## src/rtl/router_pkg.sv

```systemverilog
// router_pkg
//
// Definitions shared by every router variant in the mesh family.
// Contents:
//   port_e        - link port numbering (LOCAL, NORTH, EAST, SOUTH, WEST)
//   NPORTS        - number of links per router
//   router_type_e - router implementation variants
//   destx_lsb()   - LSB position of the destination-x field in an N-bit flit
//   desty_lsb()   - LSB position of the destination-y field in an N-bit flit
//   payload_w()   - payload width left after both coordinate fields
package router_pkg;

    typedef enum logic [2:0] {
        LOCAL = 3'd0,
        NORTH = 3'd1,
        EAST  = 3'd2,
        SOUTH = 3'd3,
        WEST  = 3'd4
    } port_e;

    localparam int NPORTS = 5;

    typedef enum logic [1:0] {
        ASYNC_CORNER = 2'd0,
        MESHSYNC     = 2'd1
    } router_type_e;

    // Flit layout: [N-1 -: CW] dest x, next CW bits dest y, remainder payload.
    function automatic int destx_lsb(input int n, input int cw);
        return n - cw;
    endfunction

    function automatic int desty_lsb(input int n, input int cw);
        return n - 2 * cw;
    endfunction

    function automatic int payload_w(input int n, input int cw);
        return n - 2 * cw;
    endfunction

endpackage

```

## src/rtl/mesh_router_sync_if.sv

```systemverilog
// mesh_router_sync_if
//
// Bundles the five input links, five output links and status outputs of one
// mesh_router_sync instance. Each link is a 2-phase toggle req/ack pair plus
// a flit bus; a link has a transfer pending while req != ack.
//   in_req/in_data  - upstream neighbours -> router
//   in_ack          - router -> upstream neighbours
//   out_req/out_data- router -> downstream neighbours
//   out_ack         - downstream neighbours -> router
//   drop            - one-cycle pulse when out-of-range flits are discarded
//   fwd_cnt/drop_cnt- saturating statistics, present only with
//                     ROUTER_PERF_CNT_EN defined
// Modports: master = router side, slave = neighbour/environment side.
interface mesh_router_sync_if #(
    parameter int N = 32
);
    import router_pkg::*;

    logic [NPORTS-1:0]         in_req;
    logic [NPORTS-1:0][N-1:0]  in_data;
    logic [NPORTS-1:0]         in_ack;
    logic [NPORTS-1:0]         out_req;
    logic [NPORTS-1:0][N-1:0]  out_data;
    logic [NPORTS-1:0]         out_ack;
    logic                      drop;

`ifdef ROUTER_PERF_CNT_EN
    logic [NPORTS-1:0][15:0]   fwd_cnt;
    logic [15:0]               drop_cnt;

    modport master (
        input  in_req, in_data, out_ack,
        output in_ack, out_req, out_data, drop, fwd_cnt, drop_cnt
    );

    modport slave (
        output in_req, in_data, out_ack,
        input  in_ack, out_req, out_data, drop, fwd_cnt, drop_cnt
    );
`else
    modport master (
        input  in_req, in_data, out_ack,
        output in_ack, out_req, out_data, drop
    );

    modport slave (
        output in_req, in_data, out_ack,
        input  in_ack, out_req, out_data, drop
    );
`endif

endinterface

```

## src/rtl/router_in_fifo.sv

```systemverilog
// router_in_fifo
//
// Per-input flit buffer of the mesh router: a circular buffer with a
// first-word-fall-through head.
// Ports:
//   clk, rst_n - clock, asynchronous active-low reset (empties the buffer)
//   push/wdata - write one flit; caller only pushes when count < DEPTH
//   pop        - discard the head; caller only pops when count != 0
//   count      - flits currently held
//   head       - oldest flit, valid while count != 0
// Push and pop in the same cycle are allowed.
module router_in_fifo #(
    parameter int N     = 32,
    parameter int DEPTH = 2
) (
    input  logic                     clk,
    input  logic                     rst_n,
    input  logic                     push,
    input  logic [N-1:0]             wdata,
    input  logic                     pop,
    output logic [$clog2(DEPTH):0]   count,
    output logic [N-1:0]             head
);
    localparam int AW = $clog2(DEPTH);

    logic [N-1:0]  mem [DEPTH];
    logic [AW-1:0] rd_q;
    logic [AW-1:0] wr_q;
    logic [AW:0]   cnt_q;

    // DEPTH is a power of two, so the pointers wrap naturally.
    always_ff @(posedge clk or negedge rst_n) begin
        if (!rst_n) begin
            rd_q  <= '0;
            wr_q  <= '0;
            cnt_q <= '0;
        end else begin
            if (push) wr_q <= wr_q + AW'(1);
            if (pop)  rd_q <= rd_q + AW'(1);
            case ({push, pop})
                2'b10:   cnt_q <= cnt_q + (AW+1)'(1);
                2'b01:   cnt_q <= cnt_q - (AW+1)'(1);
                default: cnt_q <= cnt_q;
            endcase
        end
    end

    // Storage carries no reset; the count alone says what is valid.
    always_ff @(posedge clk) begin
        if (push) mem[wr_q] <= wdata;
    end

    assign head  = mem[rd_q];
    assign count = cnt_q;

endmodule

```

## src/rtl/mesh_router_sync.sv

```systemverilog
// mesh_router_sync
//
// Clocked 5-port mesh router. Each input link (2-phase toggle req/ack) feeds a
// router_in_fifo; FIFO heads are routed XY dimension-order on absolute
// destination coordinates and each idle output link grants one requesting
// head per cycle through its own round-robin pointer.
// Ports:
//   clk   - router clock
//   rst_n - asynchronous active-low reset, shared with the neighbours
//   bus   - mesh_router_sync_if.master: in_req/in_data/in_ack,
//           out_req/out_data/out_ack, drop (and fwd_cnt/drop_cnt)
// Optional feature: define ROUTER_PERF_CNT_EN to add per-output forwarded
// flit counters and a drop counter (16-bit, saturating at 16'hFFFF).
// Latency: a flit captured at edge k into an empty FIFO whose output is idle
// is granted, and out_req toggles, at edge k+1.
module mesh_router_sync #(
    parameter int N     = 32,
    parameter int CW    = 2,
    parameter int DEPTH = 2,
    parameter int SRCX  = 0,
    parameter int SRCY  = 0,
    parameter int MAXX  = 1,
    parameter int MAXY  = 1
) (
    input  logic               clk,
    input  logic               rst_n,
    mesh_router_sync_if.master bus
);
    import router_pkg::*;

    localparam int CNTW = $clog2(DEPTH) + 1;

    localparam logic [CW-1:0] SRCX_C = CW'(SRCX);
    localparam logic [CW-1:0] SRCY_C = CW'(SRCY);
    localparam logic [CW-1:0] MAXX_C = CW'(MAXX);
    localparam logic [CW-1:0] MAXY_C = CW'(MAXY);

    logic [NPORTS-1:0]            in_ack_q;
    logic [NPORTS-1:0]            out_req_q;
    logic [NPORTS-1:0][N-1:0]     out_data_q;
    logic [NPORTS-1:0][2:0]       ptr_q;
    logic                         drop_q;

    logic [NPORTS-1:0]            push;
    logic [NPORTS-1:0]            pop;
    logic [NPORTS-1:0][CNTW-1:0]  count;
    logic [NPORTS-1:0][N-1:0]     head;
    logic [NPORTS-1:0]            head_vld;
    logic [NPORTS-1:0]            head_oor;
    logic [NPORTS-1:0][2:0]       tgt;
    logic [NPORTS-1:0]            gnt_vld;
    logic [NPORTS-1:0][2:0]       gnt_idx;

    function automatic logic [2:0] route_of(input logic [N-1:0] f);
        logic [CW-1:0] dx;
        logic [CW-1:0] dy;
        dx = f[destx_lsb(N, CW) +: CW];
        dy = f[desty_lsb(N, CW) +: CW];
        if (dx > SRCX_C)      return EAST;
        else if (dx < SRCX_C) return WEST;
        else if (dy > SRCY_C) return NORTH;
        else if (dy < SRCY_C) return SOUTH;
        else                  return LOCAL;
    endfunction

    function automatic logic out_of_range(input logic [N-1:0] f);
        return (f[destx_lsb(N, CW) +: CW] > MAXX_C) ||
               (f[desty_lsb(N, CW) +: CW] > MAXY_C);
    endfunction

    function automatic logic [2:0] next_port(input logic [2:0] g);
        return (g == 3'(NPORTS - 1)) ? 3'd0 : g + 3'd1;
    endfunction

    for (genvar p = 0; p < NPORTS; p++) begin : g_in
        router_in_fifo #(
            .N     (N),
            .DEPTH (DEPTH)
        ) u_fifo (
            .clk   (clk),
            .rst_n (rst_n),
            .push  (push[p]),
            .wdata (bus.in_data[p]),
            .pop   (pop[p]),
            .count (count[p]),
            .head  (head[p])
        );
    end

    // Capture uses the pre-pop count: a full FIFO never accepts in the same
    // cycle its head leaves, the flit simply stays on the link one more cycle.
    always_comb begin
        for (int p = 0; p < NPORTS; p++) begin
            head_vld[p] = (count[p] != '0);
            head_oor[p] = head_vld[p] && out_of_range(head[p]);
            tgt[p]      = route_of(head[p]);
            push[p]     = (bus.in_req[p] != in_ack_q[p]) &&
                          (count[p] < CNTW'(DEPTH));
        end
    end

    // Round-robin per idle output, searching from ptr_q[o] upward mod 5.
    // Each head names a single target, so no input can win two outputs.
    always_comb begin
        logic [3:0] sum;
        logic [2:0] idx;
        sum     = '0;
        idx     = '0;
        gnt_vld = '0;
        gnt_idx = '0;
        for (int o = 0; o < NPORTS; o++) begin
            if (out_req_q[o] == bus.out_ack[o]) begin
                for (int i = 0; i < NPORTS; i++) begin
                    sum = {1'b0, ptr_q[o]} + 4'(i);
                    if (sum >= 4'(NPORTS)) sum = sum - 4'(NPORTS);
                    idx = sum[2:0];
                    if (!gnt_vld[o] && head_vld[idx] && !head_oor[idx] &&
                        (tgt[idx] == 3'(o))) begin
                        gnt_vld[o] = 1'b1;
                        gnt_idx[o] = idx;
                    end
                end
            end
        end
    end

    // Out-of-range heads leave without competing for any output.
    always_comb begin
        pop = head_oor;
        for (int o = 0; o < NPORTS; o++) begin
            if (gnt_vld[o]) pop[gnt_idx[o]] = 1'b1;
        end
    end

    // Link state: ack toggles on capture, req toggles on grant.
    always_ff @(posedge clk or negedge rst_n) begin
        if (!rst_n) begin
            in_ack_q   <= '0;
            out_req_q  <= '0;
            out_data_q <= '0;
            ptr_q      <= '0;
            drop_q     <= 1'b0;
        end else begin
            in_ack_q  <= in_ack_q ^ push;
            out_req_q <= out_req_q ^ gnt_vld;
            drop_q    <= |head_oor;
            for (int o = 0; o < NPORTS; o++) begin
                if (gnt_vld[o]) begin
                    out_data_q[o] <= head[gnt_idx[o]];
                    ptr_q[o]      <= next_port(gnt_idx[o]);
                end
            end
        end
    end

    assign bus.in_ack   = in_ack_q;
    assign bus.out_req  = out_req_q;
    assign bus.out_data = out_data_q;
    assign bus.drop     = drop_q;

`ifdef ROUTER_PERF_CNT_EN
    logic [NPORTS-1:0][15:0] fwd_cnt_q;
    logic [15:0]             drop_cnt_q;

    // drop_cnt follows the drop pulse: simultaneous drops count once.
    always_ff @(posedge clk or negedge rst_n) begin
        if (!rst_n) begin
            fwd_cnt_q  <= '0;
            drop_cnt_q <= '0;
        end else begin
            for (int o = 0; o < NPORTS; o++) begin
                if (gnt_vld[o] && (fwd_cnt_q[o] != 16'hFFFF))
                    fwd_cnt_q[o] <= fwd_cnt_q[o] + 16'd1;
            end
            if ((|head_oor) && (drop_cnt_q != 16'hFFFF))
                drop_cnt_q <= drop_cnt_q + 16'd1;
        end
    end

    assign bus.fwd_cnt  = fwd_cnt_q;
    assign bus.drop_cnt = drop_cnt_q;
`endif

endmodule

```

## src/flat_wrapper.sv

```systemverilog
// flat-port wrapper written by rule: the top's interface ports become plain ports
module mesh_router_sync_flat import router_pkg::*;
#(
    parameter int N     = 32,
    parameter int CW    = 2,
    parameter int DEPTH = 2,
    parameter int SRCX  = 0,
    parameter int SRCY  = 0,
    parameter int MAXX  = 1,
    parameter int MAXY  = 1
)
  (clk, rst_n, bus_in_req, bus_in_data, bus_out_ack, bus_in_ack, bus_out_req, bus_out_data, bus_drop);
  mesh_router_sync_if #(.N(N)) bus_i ();
  input  logic clk;
  input  logic rst_n;
  input wire logic [$bits(bus_i.in_req)-1:0] bus_in_req;
  input wire logic [$bits(bus_i.in_data)-1:0] bus_in_data;
  input wire logic [$bits(bus_i.out_ack)-1:0] bus_out_ack;
  output wire logic [$bits(bus_i.in_ack)-1:0] bus_in_ack;
  output wire logic [$bits(bus_i.out_req)-1:0] bus_out_req;
  output wire logic [$bits(bus_i.out_data)-1:0] bus_out_data;
  output wire logic [$bits(bus_i.drop)-1:0] bus_drop;
  assign bus_i.in_req = bus_in_req;
  assign bus_i.in_data = bus_in_data;
  assign bus_i.out_ack = bus_out_ack;
  assign bus_in_ack = bus_i.in_ack;
  assign bus_out_req = bus_i.out_req;
  assign bus_out_data = bus_i.out_data;
  assign bus_drop = bus_i.drop;
  mesh_router_sync #(.N(N), .CW(CW), .DEPTH(DEPTH), .SRCX(SRCX), .SRCY(SRCY), .MAXX(MAXX), .MAXY(MAXY)) u_core (.clk(clk), .rst_n(rst_n), .bus(bus_i));
endmodule
```

## config.mk

```make
export PLATFORM = sky130hd
export DESIGN_NAME = mesh_router_sync_flat
export DESIGN_NICKNAME = d
export VERILOG_FILES = /design/src/rtl/router_pkg.sv /design/src/rtl/mesh_router_sync_if.sv /design/src/rtl/router_in_fifo.sv /design/src/rtl/mesh_router_sync.sv /design/src/flat_wrapper.sv
export SDC_FILE = /design/constraint.sdc
export NUM_CORES = 1
export LEC_CHECK = 0
export BUFFER_PORTS_ARGS = -buffer_cell sky130_fd_sc_hd__buf_2
export CAP_MARGIN = 20
export CORE_MARGIN = 3
export CORE_UTILIZATION = 50
export CTS_CLUSTER_DIAMETER = 80
export DETAILED_ROUTE_END_ITERATION = 12
export GPL_ROUTABILITY_DRIVEN = 0
export PLACE_DENSITY_LB_ADDON = 0.2
export REMOVE_ABC_BUFFERS = 1
export SYNTH_ARGS = -nofsm -noshare
export SYNTH_HDL_FRONTEND = slang
export SYNTH_SLANG_ARGS = --single-unit
```

## constraint.sdc

```tcl
create_clock -name clk -period 5.99 [get_ports clk]
set_input_delay 0.599 -clock clk [delete_from_list [all_inputs] [get_ports clk]]
set_output_delay 0.599 -clock clk [all_outputs]
set_load 0.05 [all_outputs]
```

==> run_results.csv, run 1 <==
group,metric,value,unit
floorplan,die_y,225,um
final_layout,finalNetCount,2371,
floorplan,die_area,50400,sq um
floorplan,floorplan.initialDensity,51.0,%
final_layout,syn2layout_area_growth,16.5,%
detailed_routing,avgRoutedWirePerCell,26.9,um
placed_design,dp.cells,2713,
global_route,use_met1,40.2,%
global_route,grt_use_met3,6.50,%
detailed_routing,ant_nets,0,
status,status,"complete, no violations",
global_route,grt_pass1_wl,112000,um
floorplan,pin_count,343,
detailed_routing,drc,0,
global_route,overflow,0,
global_route,grt_usage,29.6,%
global_route,grt_antenna_before_repair,16,
detailed_routing,via_count,18087,
detailed_routing,drtIter0Drc,1936,
worst_setup_path,critPathCaptureType,"flop",
timing,min_period,5.33,ns
timing,slew_headroom,34.8,%
final_layout,instances_no_fill,2821,
worst_setup_path,critPathKind,"flop to flop",
worst_setup_path,r2r-end,"u_core.g_in[4].u_fifo.count[1]",
clocking,h-tree-depth,2,
worst_setup_path,worst-path-max-fanout,15,
logic_synthesis,syn_area,23900,sq um
timing,drv_slew,0,
timing,max_freq,0.188,GHz
clocking,clkLatencyLatePin,0.62,ns
timing,fin_skew,0.0175,ns
global_route,grt_max_degree,72,
clocking,clockRootBuffer,"clkbuf_16",
detailed_routing,vias_per_cell,6.41,
timing,finalSetupViolations,0,
worst_setup_path,r2r-start,"u_core.ptr_q[3]",
run,cap_violations,0,
timing,hold_viol_final,0,
logic_synthesis,ys_ff_latch,487,
clocking,cts_num_sinks,487,
logic_synthesis,ys.flop_type,"edfxtp_1",
logic_synthesis,ys_warn_count,0,
clocking,hold_buffers,1,
worst_setup_path,crit_end,"u_core.g_in[4].u_fifo.count[1]",
final_layout,post_route_cells_drive_above_1_share,26.5,%
floorplan,die_w,225,um
timing,rsz0062_at_grt,"false",
worst_setup_path,r2r_cells,16,
floorplan,std_cell_rows,79,
worst_setup_path,start_kind,"flop",
global_route,grt_pass1_vias,18143,
clocking,clk_pin_slew_worst_paths,0.06,ns
hold_path,min-delay-path-class,"input pin to flop",
logic_synthesis,avgSynthCellArea,12.6,sq um
logic_synthesis,syn_inst,1897,
logic_synthesis,async_flop_share,34.3,%
clocking,cts_tree,"done",
clocking,ctsLongestPathBuffers,3,
timing,tightest_slew,0.978,ns
timing,fin_crit_sh,89.0,%
detailed_routing,wl,76000,um
clocking,post_cts_buffers,0,
worst_setup_path,worstPathRequired,6.52,ns
floorplan,fp.coreArea,46900,sq um
clocking,cts_inserted_buffers,52,
logic_synthesis,synthDistinctLibCells,96,
placed_design,dp_hpwl,49200,um
worst_setup_path,r2r_slack,0.66,ns
detailed_routing,firstDrtPassIters,6,
worst_setup_path,setup.worst_path.start,"u_core.ptr_q[3]",
logic_synthesis,synth_edf_count,320,
placed_design,port_buffers,307,
global_route,met2_usage,46.1,%
worst_setup_path,worstPathArrival,5.86,ns
global_route,gr-max-usage-layer,"met2",
clocking,post_cts_resized,0,
logic_synthesis,yosysSeqAreaShare,57.7,%
routing by layer:
metal / part of all wire, % / vias up
met5: 0.10 / -
met4: 4.3 / 14
met2: 46 / 1126
met3: 10 / 232
li1: - / 7835
met1: 40 / 8880
state kept, by name, indices dropped and copies added (netlist names):
| signal | count |
|---|---|
| u_core.g_in.u_fifo.count | 10 |
| u_core.g_in.u_fifo.wr_q | 5 |
| u_core.bus.drop | 1 |
| u_core.bus.out_data | 128 |
| u_core.g_in.u_fifo.mem | 320 |
| u_core.bus.out_req | 4 |
| u_core.bus.in_ack | 5 |
| u_core.ptr_q | 9 |
| u_core.g_in.u_fifo.rd_q | 5 |
stage by stage:
step | area (sq um) | setup TNS, ns | util [%] | hold WS, ns | setup WS [ns]
global placement | 26000 | 0 | 55.5 | 0.360 | 0.892
detailed placement | 26000 | 0 | 55.5 | 0.360 | 0.748
global route | 27800 | 0 | 59.4 | 0.150 | 0.349
CTS | 27800 | 0 | 59.4 | 0.141 | 0.722
floorplan | 23100 | -2.09 | - | 0.303 | -0.445
finish | 27800 | 0 | 59.4 | 0.172 | 0.658
layout make-up:
| cell class | instances | area [sq um] |
|---|---|---|
| diodes | 9 | 22.5 |
| clock buffers | 74 | 1500 |
| clock inverters | 24 | 283 |
| fillers | 3807 | 19000 |
| inverters | 39 | 146 |
| multi-input cells | 1221 | 9380 |
| flip-flops and latches | 487 | 13800 |
| well taps | 607 | 759 |
| repair buffers | 360 | 1960 |
synth_stat cells, types with 23 or more instances:
cell type / count / area (sq um)
a21oi_1: 29 / 145
a221oi_1: 23 / 201
a22oi_1: 32 / 240
a31oi_1: 35 / 219
buf_4: 37 / 278
clkbuf_1: 111 / 417
dfrtp_1: 167 / 4180
edfxtp_1: 320 / 9610
ha_1: 35 / 438
inv_1: 36 / 135
mux2_2: 69 / 777
mux2i_1: 131 / 1310
nand2_1: 102 / 383
nand2b_1: 45 / 282
nor2_1: 100 / 375
nor2b_1: 25 / 156
nor3_1: 38 / 190
o2111ai_1: 31 / 272
o211a_1: 58 / 581
o211ai_1: 40 / 300
o21ai_0: 55 / 275
o221ai_1: 60 / 526
xnor2_1: 34 / 298
cell families after synthesis:
kind of cell,count (synthesis),share of synthesized area [%]
xor gates and xnor gates,50,1.83
DFF,487,57.7
AOI/OAI and AO/OA,495,16.5
other,1,0.0157
muxes,201,8.84
buffers and inverters,221,4.25
and+or+nand+nor,404,8.77
adders and majority gates,38,2.08
placed cells by master (no fill, tap or decap), types with 55 or more instances in the layout:
| cell type | n |
|---|---|
| nand2_1 | 102 |
| o211a_1 | 57 |
| nor2_1 | 87 |
| edfxtp_1 | 320 |
| dfrtp_1 | 162 |
| mux2i_1 | 131 |
| mux2_2 | 69 |
| buf_2 | 306 |
| o21ai_0 | 55 |
| o221ai_1 | 60 |
worst max-delay path, stage by stage, from the launching register on:
cell     delay (ns)
dfrtp_1        0.59
inv_2          0.29
ha_1           0.18
inv_1          0.05
fa_1           0.46
a21oi_1        0.39
mux2i_1        0.35
nor4_1         0.09
a21oi_1        0.27
nand4_1        0.14
or3_1          0.43
o31a_1         0.34
and2_2         0.38
or4_1          0.66
ha_1           0.35
nor2_1         0.13
xor2_1         0.15
worst min-delay path by stage:
stage / start / end / slack, ns / cells after the start
final: bus_in_data[99] / u_core.g_in[3].u_fifo.mem[1][3] / 0.17 / 1
after CTS: bus_in_data[37] / u_core.g_in[1].u_fifo.mem[0][5] / 0.14 / 1
after floorplan: rst_n / u_core.bus.drop / 0.30 / 0
after global routing: bus_in_data[3] / u_core.g_in[0].u_fifo.mem[1][3] / 0.15 / 1
after detailed placement: u_core.bus.out_data[105] / u_core.bus.out_data[105] / 0.36 / 0
after global placement: u_core.bus.out_data[125] / u_core.bus.out_data[125] / 0.36 / 0
Power of run 1 is left out: the tool's default activity adds up to more than one toggle a clock period on the data nets, which glitch-free logic cannot reach.
==> run 2, diff against run 1 <==
--- a/config.mk
+++ b/config.mk
@@ -5,6 +5,7 @@
 export SDC_FILE = /design/constraint.sdc
 export NUM_CORES = 1
 export LEC_CHECK = 0
+export ABC_AREA = 1
 export BUFFER_PORTS_ARGS = -buffer_cell sky130_fd_sc_hd__buf_2
 export CAP_MARGIN = 20
 export CORE_MARGIN = 3
==> run 2 against run 1 <==
Effect of this change: cell count increased by 41%; first-iteration DRC count up 48%; non-clock buffer count fell by 5; hold slack got worse by 0.0054 ns; via count increased by 27%; critical path type unchanged; critical endpoint is now u_core.g_in[0].u_fifo.count[1].
==> run_results.csv, run 2 <==
group,metric,value,unit
clocking,cts_tree,"done",
logic_synthesis,ys_warn_count,0,
detailed_routing,avgRoutedWirePerCell,21.6,um
logic_synthesis,yosysSeqAreaShare,53.3,%
worst_setup_path,r2r-end,"u_core.g_in[0].u_fifo.count[1]",
worst_setup_path,worstPathArrival,5.94,ns
logic_synthesis,synth_edf_count,320,
timing,drv_slew,0,
timing,hold_viol_final,0,
timing,rsz0062_at_grt,"false",
placed_design,port_buffers,307,
final_layout,largest_reg_flops,320,
detailed_routing,wl,86200,um
logic_synthesis,synth_largest_area_cell,"edfxtp_1",
logic_synthesis,synthTopCellsByArea,"edfxtp_1 (37%), dfrtp_1 (16%), nand2_1 (14%)",
logic_synthesis,yosys.area.top_type_share,37.1,%
logic_synthesis,synthDistinctLibCells,52,
logic_synthesis,avgSynthCellArea,8.53,sq um
worst_setup_path,crit_chain,"inv_2 > ha_1 > inv_1 > fa_1 > nor2_1 > nor2_1 > o21ai_0 > inv_1 > and3_1 > a21oi_1 > nand4_2 > nor2_1 > nor2_2 > buf_4 > nand2_2 > buf_4 > nand2_1 > inv_2 > nand2_1 > nand3_1 > ha_1 > a21oi_1 > o21ai_0 > xor2_1",
timing,fin_crit_sh,91.2,%
timing,finalSetupViolations,0,
logic_synthesis,syn_inst,3032,
final_layout,fillers,4458,
final_layout,post_route_cells_drive_above_1_share,19.1,%
timing,min_period,5.46,ns
clocking,cts_num_sinks,487,
worst_setup_path,slowest_delay,0.54,ns
clocking,clk_pin_slew_worst_paths,0.06,ns
timing,setup_tns,0,ns
logic_synthesis,async_flop_share,34.3,%
timing,fin_skew,0.0277,ns
hold_path,holdCritStartpoint,"bus_in_data[18]",
run,cap_violations,0,
detailed_routing,ant_nets,0,
worst_setup_path,crit_buf_inv,6,
floorplan,die_area,54500,sq um
hold_path,hold_end,"u_core.g_in[0].u_fifo.mem[0][18]",
clocking,h-tree-depth,2,
detailed_routing,vias_per_cell,5.75,
worst_setup_path,r2r_slack,0.53,ns
worst_setup_path,worst-path-max-fanout,29,
final_layout,syn2layout_area_growth,13.9,%
final_layout,final_cell_mix,"nand2_1 (979), nand3_1 (493), edfxtp_1 (320)",
hold_path,min-delay-path-class,"input pin to flop",
global_route,grt_usage,31.2,%
hold_path,hold_depth,1,
global_route,grt_antenna_before_repair,8,
global_route,grt_pass1_vias,22452,
floorplan,std_cell_rows,82,
clocking,clockRootBuffer,"clkbuf_16",
logic_synthesis,ys_ff_latch,487,
logic_synthesis,ys.flop_type,"edfxtp_1",
detailed_routing,drtIter0Drc,2856,
floorplan,pin_count,343,
clocking,clkLatencyLatePin,0.62,ns
detailed_routing,via_count,22931,
floorplan,fp.coreArea,50700,sq um
final_layout,top_register,"u_core.g_in.u_fifo.mem",
worst_setup_path,cp_slowest_cell,"dfrtp_1",
timing,slew_headroom,31.4,%
status,status,"complete, no violations",
floorplan,die_w,233,um
logic_synthesis,synth_most_common_cell,"nand2_1",
timing,tightest_slew,1.03,ns
timing,max_freq,0.183,GHz
placed_design,dp_hpwl,57600,um
clocking,cts_inserted_buffers,51,
logic_synthesis,synthTopCellsByCount,"nand2_1 (980), nand3_1 (493), edfxtp_1 (320)",
worst_setup_path,setup.worst_path.start,"u_core.ptr_q[0]",
clocking,post_cts_buffers,0,
worst_setup_path,r2r-start,"u_core.ptr_q[0]",
detailed_routing,firstDrtPassIters,7,
final_layout,mostFrequentLayoutCell,"nand2_1",
worst_setup_path,cpLargestDelayFamily,"simple AND/OR/NAND/NOR gates",
worst_setup_path,critPathCaptureType,"flop",
floorplan,die_y,233,um
clocking,ctsLongestPathBuffers,3,
worst_setup_path,path_common_cell,"nor2_1",
global_route,grt_pass1_wl,128000,um
floorplan,floorplan.initialDensity,51.0,%
logic_synthesis,syn_area,25900,sq um
global_route,overflow,0,
worst_setup_path,start_kind,"flop",
worst_setup_path,worstPathRequired,6.47,ns
worst_setup_path,r2r_cells,24,
worst_setup_path,critPathKind,"flop to flop",
detailed_routing,drc,0,
global_route,grt_max_degree,67,
final_layout,finalNetCount,3477,
## run 2: changes by cell type in the layout (fill, tap and decap cells not counted), moves of 52 or more
| cell | previous run | this run |
|---|---|---|
| mux2i_1 | 131 | 0 |
| o211a_1 | 57 | 0 |
| nand3_1 | 8 | 493 |
| o21ai_0 | 55 | 107 |
| or2_2 | 11 | 77 |
| inv_1 | 36 | 272 |
| nand2_1 | 102 | 979 |
| o221ai_1 | 60 | 0 |
## run 2: per-stage QoR
step           area (sq um)  setup slack (ns)  util [%]  hold WS, ns  std cells
6_report              29500             0.529      58.1        0.166       3987
5_1_grt               29500             0.245      58.1        0.153       3985
3_5_place_dp          27700             0.737      54.7        0.360       3885
4_1_cts               29500             0.722      58.1        0.145       3982
3_3_place_gp          27700             0.855      54.7        0.360       3885
2_1_floorplan         24900             0.326         -        0.303       2859
## run 2: cell type report
type	count	area (sq um)	area share (%)
clock buffers	63	1400	4.76
repair buffers	355	1910	6.47
inverters	299	1120	3.81
clock inverters	33	338	1.15
well taps	672	841	2.85
flip-flops and latches	487	13800	46.8
diodes	5	12.5	0.0425
multi-input cells	2073	10100	34.1
## run 2: worst max-delay path by stage
stage / to / depth (start not counted) / slack (ns)
after floorplan: u_core.g_in[2].u_fifo.count[1] / 21 / 0.33
after global placement: u_core.g_in[1].u_fifo.count[1] / 25 / 0.86
after detailed placement: u_core.g_in[1].u_fifo.count[1] / 25 / 0.74
after CTS: u_core.g_in[1].u_fifo.count[1] / 25 / 0.72
after global routing: u_core.g_in[1].u_fifo.count[1] / 25 / 0.25
final: u_core.g_in[0].u_fifo.count[1] / 24 / 0.53
## run 2: logic make-up after synthesis
kind of cell / count (synthesis) / synth area share, %
compound gates: 185 / 3.88
xor+xnor: 33 / 1.12
fa+ha+maj: 38 / 1.92
buf+inv: 504 / 8.63
flops: 487 / 53.3
mux: 28 / 1.22
other cells: 1 / 0.0145
simple gates: 1756 / 29.9
## run 2: worst register-to-register path: stages, from the launching register on
cell and delay, ns:
dfrtp_1 0.54, inv_2 0.21, ha_1 0.16, inv_1 0.05, fa_1 0.45, nor2_1 0.15
nor2_1 0.10, o21ai_0 0.40, inv_1 0.12, and3_1 0.22, a21oi_1 0.20, nand4_2 0.22
nor2_1 0.17, nor2_2 0.04, buf_4 0.29, nand2_2 0.42, buf_4 0.44, nand2_1 0.13
inv_2 0.08, nand2_1 0.07, nand3_1 0.19, ha_1 0.29, a21oi_1 0.13, o21ai_0 0.12
xor2_1 0.15
## run 2: per-layer routing
layer,up-vias,track usage [%],share of wire [%]
met2,1525,50.0,46
li1,10339,-,-
met3,376,5.28,10
met5,-,0,0.013
met1,10689,39.1,36
met4,2,20.4,7.6
## run 2: timing repair
item | CTS | global route
hold endpoints to repair | 26 | 0
hold buffers | 1 | 0
resized for setup | 0 | 0
Power of run 2 is left out for the same reason.
